## src/rtl/satsub8_serial.sv

```systemverilog
// Bit-serial saturating subtractor: one full-adder slice computes a + ~b + 1
// LSB first over WIDTH cycles, then clamps the difference on a sign-rule overflow.
module satsub8_serial #(
  parameter int unsigned WIDTH = 8,
  parameter int unsigned CNT_W = 4
) (
  input  logic             clk,
  input  logic             reset,
  input  logic             start,
  input  logic [WIDTH-1:0] a,
  input  logic [WIDTH-1:0] b,
  output logic             busy,
  output logic             done,
  output logic [WIDTH-1:0] s,
  output logic             ovf
);

  typedef enum logic [1:0] {
    IDLE = 2'd0,
    RUN  = 2'd1,
    DONE = 2'd2
  } state_e;

  localparam logic [CNT_W-1:0] LAST_CNT = CNT_W'(WIDTH - 1);
  localparam logic [WIDTH-1:0] S_MAX    = {1'b0, {(WIDTH-1){1'b1}}};
  localparam logic [WIDTH-1:0] S_MIN    = {1'b1, {(WIDTH-1){1'b0}}};

  state_e           state_q, state_d;
  logic [WIDTH-1:0] a_q, a_d;
  logic [WIDTH-1:0] b_q, b_d;
  logic [WIDTH-1:0] raw_q, raw_d;
  logic [CNT_W-1:0] cnt_q, cnt_d;
  logic             carry_q, carry_d;
  logic             sign_a_q, sign_a_d;
  logic             sign_b_q, sign_b_d;
  logic             busy_q, busy_d;
  logic             done_q, done_d;
  logic [WIDTH-1:0] s_q, s_d;
  logic             ovf_q, ovf_d;

  // Single full-adder slice on the current LSBs, subtrahend inverted.
  logic             b_inv_c;
  logic             sum_bit_c;
  logic             carry_nxt_c;
  logic [WIDTH-1:0] raw_shift_c;
  logic             ovf_c;

  always_comb begin
    b_inv_c     = ~b_q[0];
    sum_bit_c   = a_q[0] ^ b_inv_c ^ carry_q;
    carry_nxt_c = (a_q[0] & b_inv_c) | (a_q[0] & carry_q) | (b_inv_c & carry_q);
    raw_shift_c = {sum_bit_c, (WIDTH-1)'(raw_q >> 1)};
    // Operand signs are held separately since A/B are shifted away during RUN.
    ovf_c       = (sign_a_q != sign_b_q) && (raw_shift_c[WIDTH-1] != sign_a_q);
  end

  // Next-state and registered-output logic.
  always_comb begin
    state_d  = state_q;
    a_d      = a_q;
    b_d      = b_q;
    raw_d    = raw_q;
    cnt_d    = cnt_q;
    carry_d  = carry_q;
    sign_a_d = sign_a_q;
    sign_b_d = sign_b_q;
    busy_d   = 1'b0;
    done_d   = 1'b0;
    s_d      = s_q;
    ovf_d    = ovf_q;

    unique case (state_q)
      IDLE, DONE: begin
        if (start) begin
          state_d  = RUN;
          a_d      = a;
          b_d      = b;
          sign_a_d = a[WIDTH-1];
          sign_b_d = b[WIDTH-1];
          carry_d  = 1'b1;
          cnt_d    = '0;
          raw_d    = '0;
          busy_d   = 1'b1;
        end else begin
          state_d = IDLE;
        end
      end
      RUN: begin
        a_d     = a_q >> 1;
        b_d     = b_q >> 1;
        carry_d = carry_nxt_c;
        raw_d   = raw_shift_c;
        cnt_d   = cnt_q + CNT_W'(1);
        busy_d  = 1'b1;
        if (cnt_q == LAST_CNT) begin
          state_d = DONE;
          busy_d  = 1'b0;
          done_d  = 1'b1;
          ovf_d   = ovf_c;
          s_d     = ovf_c ? (sign_a_q ? S_MIN : S_MAX) : raw_shift_c;
        end
      end
      default: begin
        state_d = IDLE;
      end
    endcase
  end

  always_ff @(posedge clk) begin
    if (reset) begin
      state_q  <= IDLE;
      a_q      <= '0;
      b_q      <= '0;
      raw_q    <= '0;
      cnt_q    <= '0;
      carry_q  <= 1'b0;
      sign_a_q <= 1'b0;
      sign_b_q <= 1'b0;
      busy_q   <= 1'b0;
      done_q   <= 1'b0;
      s_q      <= '0;
      ovf_q    <= 1'b0;
    end else begin
      state_q  <= state_d;
      a_q      <= a_d;
      b_q      <= b_d;
      raw_q    <= raw_d;
      cnt_q    <= cnt_d;
      carry_q  <= carry_d;
      sign_a_q <= sign_a_d;
      sign_b_q <= sign_b_d;
      busy_q   <= busy_d;
      done_q   <= done_d;
      s_q      <= s_d;
      ovf_q    <= ovf_d;
    end
  end

  assign busy = busy_q;
  assign done = done_q;
  assign s    = s_q;
  assign ovf  = ovf_q;

endmodule

```

## config.mk

```make
export PLATFORM = sky130hd
export DESIGN_NAME = satsub8_serial
export DESIGN_NICKNAME = d
export VERILOG_FILES = /design/src/rtl/satsub8_serial.sv
export SDC_FILE = /design/constraint.sdc
export NUM_CORES = 1
export LEC_CHECK = 0
export BUFFER_PORTS_ARGS = -buffer_cell sky130_fd_sc_hd__buf_2
export CELL_PAD_IN_SITES_DETAIL_PLACEMENT = 2
export CELL_PAD_IN_SITES_GLOBAL_PLACEMENT = 2
export CORE_MARGIN = 3
export CORE_UTILIZATION = 35
export CTS_CLUSTER_SIZE = 20
export DETAILED_ROUTE_END_ITERATION = 12
export PLACE_DENSITY = 0.85
export RECOVER_POWER = 50
export SETUP_SLACK_MARGIN = 0.1
export SLEW_MARGIN = 20
export SYNTH_ARGS = -nofsm -noshare
export SYNTH_HDL_FRONTEND = slang
export SYNTH_SLANG_ARGS = --single-unit
```

## constraint.sdc

```tcl
create_clock -name clk -period 4.39 [get_ports clk]
set_clock_uncertainty 0.05 [all_clocks]
set_input_delay 0.2195 -clock clk [delete_from_list [all_inputs] [get_ports clk]]
set_output_delay 0.2195 -clock clk [all_outputs]
set_load 0.01 [all_outputs]
```

==> results of run 1 <==
[cell type report]
class                   count  area (um^2)
clock buffers               5         68.8
clock inverters             3         15.0
fillers                   489         2610
inverters                   3         11.3
multi-input cells         127          712
flip-flops and latches     43          861
well taps                  52         65.1
repair buffers             30          135
[worst max path at each step]
stage,startpoint,endpoint,depth (start not counted)
2_1_floorplan,a_q[0]$_SDFFE_PP0P_,s[2]$_SDFFE_PP0P_,6
3_3_place_gp,a_q[0]$_SDFFE_PP0P_,s[3]$_SDFFE_PP0P_,6
3_5_place_dp,state_q[0]$_SDFFE_PP0P_,cnt_q[2]$_SDFFE_PP0P_,4
4_1_cts,state_q[0]$_SDFFE_PP0P_,cnt_q[2]$_SDFFE_PP0P_,4
5_1_grt,state_q[0]$_SDFFE_PP0P_,cnt_q[2]$_SDFFE_PP0P_,4
6_report,state_q[0]$_SDFFE_PP0P_,cnt_q[2]$_SDFFE_PP0P_,4
[stage by stage]
step / total power [mW] / hold WS (ns) / setup slack (ns) / cells
floorplan: 0.487 / 0.328 / 2.64 / 186
global placement: 0.501 / 0.393 / 2.52 / 255
detailed placement: 0.510 / 0.406 / 2.38 / 255
CTS: 0.753 / 0.150 / 2.37 / 263
global route: 0.783 / 0.167 / 2.15 / 263
finish: 0.741 / 0.151 / 2.38 / 263
[metal layers]
| metal | wire length [um] | up-vias |
|---|---|---|
| li1 | - | 694 |
| met3 | 154 | 9 |
| met2 | 2190 | 28 |
| met5 | 0 | - |
| met4 | 74 | 0 |
| met1 | 1990 | 685 |
[power groups by stage]
stage	sequential [mW]	clock (mW)	combinational, mW
2_1_floorplan	0.423	0	0.0646
3_3_place_gp	0.424	0	0.0773
3_5_place_dp	0.426	0	0.0843
4_1_cts	0.417	0.251	0.0850
5_1_grt	0.419	0.270	0.0942
6_report	0.417	0.242	0.0829
[logic make-up (layout without fill, tap and decap cells)]
kind of cell               Yosys count  count (layout)  synth area share (%)
AOI/OAI and AO/OA                   58              58                  21.9
adders and majority gates            3               3                  2.56
buffers and inverters               16              41                  5.49
and+or+nand+nor                     66              66                  18.3
DFF                                 43              43                  51.7
[critical path, cell delays in order, from the launching register on]
cell,delay (ns)
dfxtp_1,0.38
and2b_1,0.88
nor2_8,0.21
o21ai_0,0.25
a21oi_1,0.10
[cell usage after synthesis (2+ instances only)]
cell type	n	area, um^2
buf_6	3	33.8
a22oi_1	21	158
nor3_1	9	45.0
inv_1	3	11.3
buf_2	4	20.0
a211oi_1	2	15.0
clkbuf_1	5	18.8
nand2b_1	2	12.5
dfxtp_1	43	861
nand2_1	21	78.8
nand3b_1	2	15.0
o21ai_0	2	10.0
a21oi_1	31	155
nor2_1	25	93.8
[registers in the layout, indices dropped and copies added, names as in the netlist]
| signal | cells |
|---|---|
| done | 1 |
| carry_q | 1 |
| busy | 1 |
| b_q | 8 |
| sign_b_q | 1 |
| cnt_q | 4 |
| ovf | 1 |
| sign_a_q | 1 |
| raw_q | 7 |
| s | 8 |
| state_q | 2 |
| a_q | 8 |
==> results.py, run 1 <==
metrics = {
    "run_status": {
        "status": "finished clean",
    },
    "layout": {
        "drive_above_1_share_pct": 13.7,
        "areaGrowthSynthToFinish_pct": 12.3,
        "layout_common_cells": "43 x dfxtp_1, 31 x a21oi_1, 25 x nor2_1",
        "finalNetCount": 231,
        "layout_commonest_cell": "dfxtp_1",
        "post-route-util_pct": 41.8,
        "fin_area_um2": 1870,
        "diodes": 0,
    },
    "drt": {
        "vias_per_cell": 5.38,
        "final_antenna_net_count": 0,
        "vias": 1416,
        "route.detailed.drc": 0,
        "routedWlPerCell_um": 16.8,
        "routed_wl_mm": 4.41,
        "drtPass1Iterations": 4,
        "drtIter0Drc": 57,
    },
    "power_and_ir_drop": {
        "swShare_pct": 26.8,
        "ir_worst_vdd_mv": 0.154,
        "p_leak_nw": 0.699,
        "clkPwrFrac_pct": 32.6,
        "pwr-share-seq_pct": 56.2,
        "p_sw_uw": 199,
        "pwr-share-comb_pct": 11.2,
        "p_per_area_nw_per_um2": 397,
        "p_int_uw": 543,
    },
    "floorplan": {
        "fp.dieArea_um2": 5620,
        "die_w_um": 75.0,
        "die_h_um": 75.0,
        "boundaryPins": 30,
        "rows": 24,
        "coreArea_um2": 4470,
        "initial_utilization_pct": 37.2,
    },
    "clock_tree": {
        "clk_pin_slew_ns": 0.08,
        "holdBufCountCts": 0,
        "clkSinkCount": 43,
        "cts_made_buffers": 5,
        "clockBufferDepth": 2,
        "post-cts-setup-buffers": 0,
        "cts_resized": 0,
        "htreeDepth": 2,
        "clock_latency_ns": 0.29,
        "root_buffer": "clkbuf_8",
        "cts_tree": "done",
    },
    "critical_path": {
        "arrival_ns": 2.11,
        "rr_endpoint": "cnt_q[2]$_SDFFE_PP0P_",
        "worstPathMaxFanout": 27,
        "critPathCaptureType": "flop",
        "cp_data_required_time_ns": 4.48,
        "worstSetupStartpointType": "flop",
        "worstRegToRegCells": 4,
        "critPathKind": "flop to flop",
        "worstReg2RegStart": "state_q[0]$_SDFFE_PP0P_",
        "reg2reg_setup_slack_ns": 2.38,
    },
    "hold_path": {
        "hold_start": "b[2]",
        "holdPathEnd": "b_q[2]$_SDFFE_PP0P_",
        "hp-class": "input port to flop",
        "hold-path-cell-count": 3,
    },
    "place": {
        "dpl_cell_area_um2": 1800,
        "gp_congestion": 0.762,
        "io_buffers": 29,
        "place.detailed.hpwl_mm": 3.05,
    },
    "global_route": {
        "gr-total-overflow": 0,
        "grt.total_usage_pct": 17.0,
        "met2_usage_pct": 29.9,
        "busiest_layer": "met2",
        "grt_antenna_before_repair": 0,
        "grt_pass1_wl_mm": 7.24,
        "grt_start_max_net_pins": 44,
        "use_met3_pct": 4.27,
        "use_met1_pct": 19.9,
        "first_global_vias": 1500,
    },
    "synthesis": {
        "synth_flop_cell": "dfxtp_1",
        "synth_edf_count": 0,
        "synthArstFlopShare_pct": 0,
        "synth.cell_area_um2": 1660,
        "yosysWarningCount": 0,
        "synth_nets": 207,
        "postSynthCellCount": 186,
        "avgSynthCellArea_um2": 8.95,
        "ys_seq_area_share_pct": 51.7,
        "ys_types": 27,
        "synth_seq_cells": 43,
    },
    "timing": {
        "slew_headroom_pct": 26.8,
        "setup_viol": 0,
        "finalHoldViolations": 0,
        "tightest_slew_ns": 1.10,
        "min_period_ns": 2.01,
        "post-route-period-util_pct": 45.8,
        "fin_tns_setup_ns": 0,
        "drv_slew": 0,
        "fmax_mhz": 497,
        "rsz0062_at_grt": "no",
    },
    "flow_run": {
        "cap_violations": 0,
    },
}
No activity file was read; power rests on OpenSTA's default activity.
==> run 2: changes to the inputs <==
--- a/config.mk
+++ b/config.mk
@@ -5,14 +5,15 @@
 export SDC_FILE = /design/constraint.sdc
 export NUM_CORES = 1
 export LEC_CHECK = 0
+export ABC_AREA = 1
 export BUFFER_PORTS_ARGS = -buffer_cell sky130_fd_sc_hd__buf_2
 export CELL_PAD_IN_SITES_DETAIL_PLACEMENT = 2
 export CELL_PAD_IN_SITES_GLOBAL_PLACEMENT = 2
 export CORE_MARGIN = 3
-export CORE_UTILIZATION = 35
+export CORE_UTILIZATION = 31
 export CTS_CLUSTER_SIZE = 20
 export DETAILED_ROUTE_END_ITERATION = 12
-export PLACE_DENSITY = 0.85
+export PLACE_DENSITY = 0.8
 export RECOVER_POWER = 50
 export SETUP_SLACK_MARGIN = 0.1
 export SLEW_MARGIN = 20
==> constraint.sdc (replaced) <==
create_clock -name clk -period 2.05 [get_ports clk]
set_clock_uncertainty 0.05 [all_clocks]
set_input_delay 0.1025 -clock clk [delete_from_list [all_inputs] [get_ports clk]]
set_output_delay 0.1025 -clock clk [all_outputs]
set_load 0.01 [all_outputs]
==> run 2 against run 1 <==
  * Power grew 110%
  * Die area is 19% higher
  * Highest routed layer unchanged
  * Critical path depth rose by 5
  * First-iteration DRC count decreased by 14%
==> results.py, run 2 <==
metrics = {
    "layout": {
        "final_cells": 334,
        "areaGrowthSynthToFinish_pct": 12.9,
        "fin_area_um2": 2000,
        "drive_above_1_share_pct": 12.9,
        "post-route-util_pct": 37.7,
        "finalNetCount": 284,
        "layout_common_cells": "91 x nand2_1, 43 x dfxtp_1, 22 x nor2_1",
        "diodes": 0,
        "layout_commonest_cell": "nand2_1",
    },
    "synthesis": {
        "synth_seq_cells": 43,
        "synthTopCellsByCount": "90 x nand2_1, 43 x dfxtp_1, 21 x nor2_1",
        "yosysWarningCount": 0,
        "ys_seq_area_share_pct": 48.6,
        "synth_nets": 256,
        "post-synth-top-area-cell": "dfxtp_1",
        "postSynthCellCount": 235,
        "synth_top_area_share_pct": 48.6,
        "yosys-top-cells-area": "dfxtp_1 49%, nand2_1 19%, a31oi_1 4.9%",
        "synth_edf_count": 0,
        "synth_flop_cell": "dfxtp_1",
        "synthArstFlopShare_pct": 0,
        "ys_types": 25,
        "synth.cell_area_um2": 1770,
        "synth.most_common_cell": "nand2_1",
        "avgSynthCellArea_um2": 7.54,
    },
    "drt": {
        "drtIter0Drc": 49,
        "drtPass1Iterations": 4,
        "routedWlPerCell_um": 13.7,
        "routed_wl_mm": 4.59,
        "vias_per_cell": 4.78,
        "route.detailed.drc": 0,
        "vias": 1596,
        "final_antenna_net_count": 0,
    },
    "timing": {
        "rsz0062_at_grt": "no",
        "fin_tns_setup_ns": 0,
        "drv_slew": 0,
        "fmax_mhz": 584,
        "post-route-period-util_pct": 83.6,
        "finalHoldViolations": 0,
        "slew_headroom_pct": 66.9,
        "min_period_ns": 1.71,
        "worst_slack_ns": 0.337,
        "tightest_slew_ns": 0.497,
        "setup_viol": 0,
    },
    "global_route": {
        "grt_antenna_before_repair": 0,
        "grt.total_usage_pct": 15.8,
        "gr-total-overflow": 0,
        "grt_pass1_wl_mm": 8.02,
        "first_global_vias": 1679,
        "grt_start_max_net_pins": 28,
    },
    "floorplan": {
        "die_w_um": 81.6,
        "die_h_um": 81.6,
        "initial_utilization_pct": 33.4,
        "boundaryPins": 30,
        "coreArea_um2": 5300,
        "rows": 26,
        "fp.dieArea_um2": 6660,
    },
    "clock_tree": {
        "root_buffer": "clkbuf_8",
        "htreeDepth": 2,
        "cts_resized": 0,
        "holdBufCountCts": 0,
        "clock_latency_ns": 0.29,
        "post-cts-setup-buffers": 0,
        "clkSinkCount": 43,
        "clockBufferDepth": 2,
        "clk_pin_slew_ns": 0.08,
        "cts_tree": "done",
        "cts_made_buffers": 5,
    },
    "critical_path": {
        "cp_data_required_time_ns": 2.17,
        "cpPeakStageDelay_ns": 0.58,
        "critPathCaptureType": "flop",
        "arrival_ns": 1.83,
        "crit_top_cell": "nor2_1",
        "worstPathMaxFanout": 7,
        "cp_cell_sequence": "inv_1 -> fa_1 -> inv_1 -> nand2_1 -> nand2_1 -> nand2_2 -> nor2_1 -> nor2_1 -> nor2_1",
        "worstSetupStartpointType": "flop",
        "worstRegToRegCells": 9,
        "critPathKind": "flop to flop",
        "cpMaxStageDelayCell": "fa_1",
    },
    "place": {
        "placed_cells_incl_taps": 326,
        "dp_slack_ns": 0.328,
        "dpl_cell_area_um2": 1950,
        "io_buffers": 29,
        "place.detailed.hpwl_mm": 3.20,
        "gp_congestion": 0.674,
    },
    "power_and_ir_drop": {
        "clkPwrFrac_pct": 32.8,
        "p_sw_uw": 413,
        "p_int_mw": 1.16,
        "pwr-share-seq_pct": 56.5,
        "ir_worst_vdd_mv": 0.273,
        "p_leak_nw": 0.792,
        "p_per_area_nw_per_um2": 788,
        "swShare_pct": 26.2,
        "pwr-share-comb_pct": 10.6,
    },
    "hold_path": {
        "hp-class": "input port to flop",
        "hold-path-cell-count": 3,
    },
    "run_status": {
        "status": "finished clean",
    },
    "flow_run": {
        "cap_violations": 0,
    },
}
[run 2: cell types whose count changed in the layout (fill, tap and decap cells not counted), sizes merged, moves of 6 or more]
| cell | delta |
|---|---|
| nand2 | +74 |
| a22oi | -21 |
| a21oi | -15 |
| a31oi | +14 |
| inv | +14 |
| nor3 | -6 |
[run 2: power by group through the flow]
stage,registers (mW),logic [mW],clock network [mW]
floorplan,0.906,0.133,0
global placement,0.909,0.172,0
detailed placement,0.910,0.177,0
CTS,0.891,0.179,0.540
global route,0.896,0.196,0.582
finish,0.891,0.168,0.517
[run 2: worst max-delay path, delay by kind of cell, from the launching register on]
kind	cells	cell delay, ns
adder cells (fa/ha/maj)	1	0.58
buffers and inverters	2	0.12
flip-flops	1	0.34
AND/OR/NAND/NOR	6	0.49
[run 2: per-layer routing]
metal,GRT usage [%],wire (um)
met2,27.8,2280
met5,0,0
met1,19.0,2090
met4,5.48,66
met3,3.29,148
[run 2: area by class of cell]
| type | instances | area (um^2) |
|---|---|---|
| fill | 651 | 3300 |
| sequential | 43 | 861 |
| multi-input combinational | 165 | 762 |
| timing repair buffer | 30 | 139 |
| tap | 70 | 87.6 |
| clock buffer | 7 | 76.3 |
| inverter | 18 | 70.1 |
| clock inverter | 1 | 5.00 |
[run 2: cells by family (layout without fill, tap and decap cells)]
logic type | after synthesis | count (layout) | share of synthesized area [%]
simple gates | 125 | 125 | 29.7
flops | 43 | 43 | 48.6
compound gates | 38 | 38 | 12.3
buf+inv | 27 | 56 | 7.56
fa+ha+maj | 2 | 2 | 1.84
[run 2: stage by stage]
stage               power (mW)  hold WS (ns)
floorplan                 1.04         0.217
global placement          1.08         0.331
detailed placement        1.09         0.334
CTS                       1.61        0.0168
global route              1.67        0.0260
finish                    1.58        0.0226
[run 2: worst paths after layout]
path	start	to	slack [ns]
min	a[5]	a_q[5]$_SDFFE_PP0P_	0.02
max reg2reg	a_q[0]$_SDFFE_PP0P_	s[1]$_SDFFE_PP0P_	0.34
max	a_q[0]$_SDFFE_PP0P_	s[1]$_SDFFE_PP0P_	0.34
min reg2reg	a_q[7]$_SDFFE_PP0P_	a_q[7]$_SDFFE_PP0P_	0.42
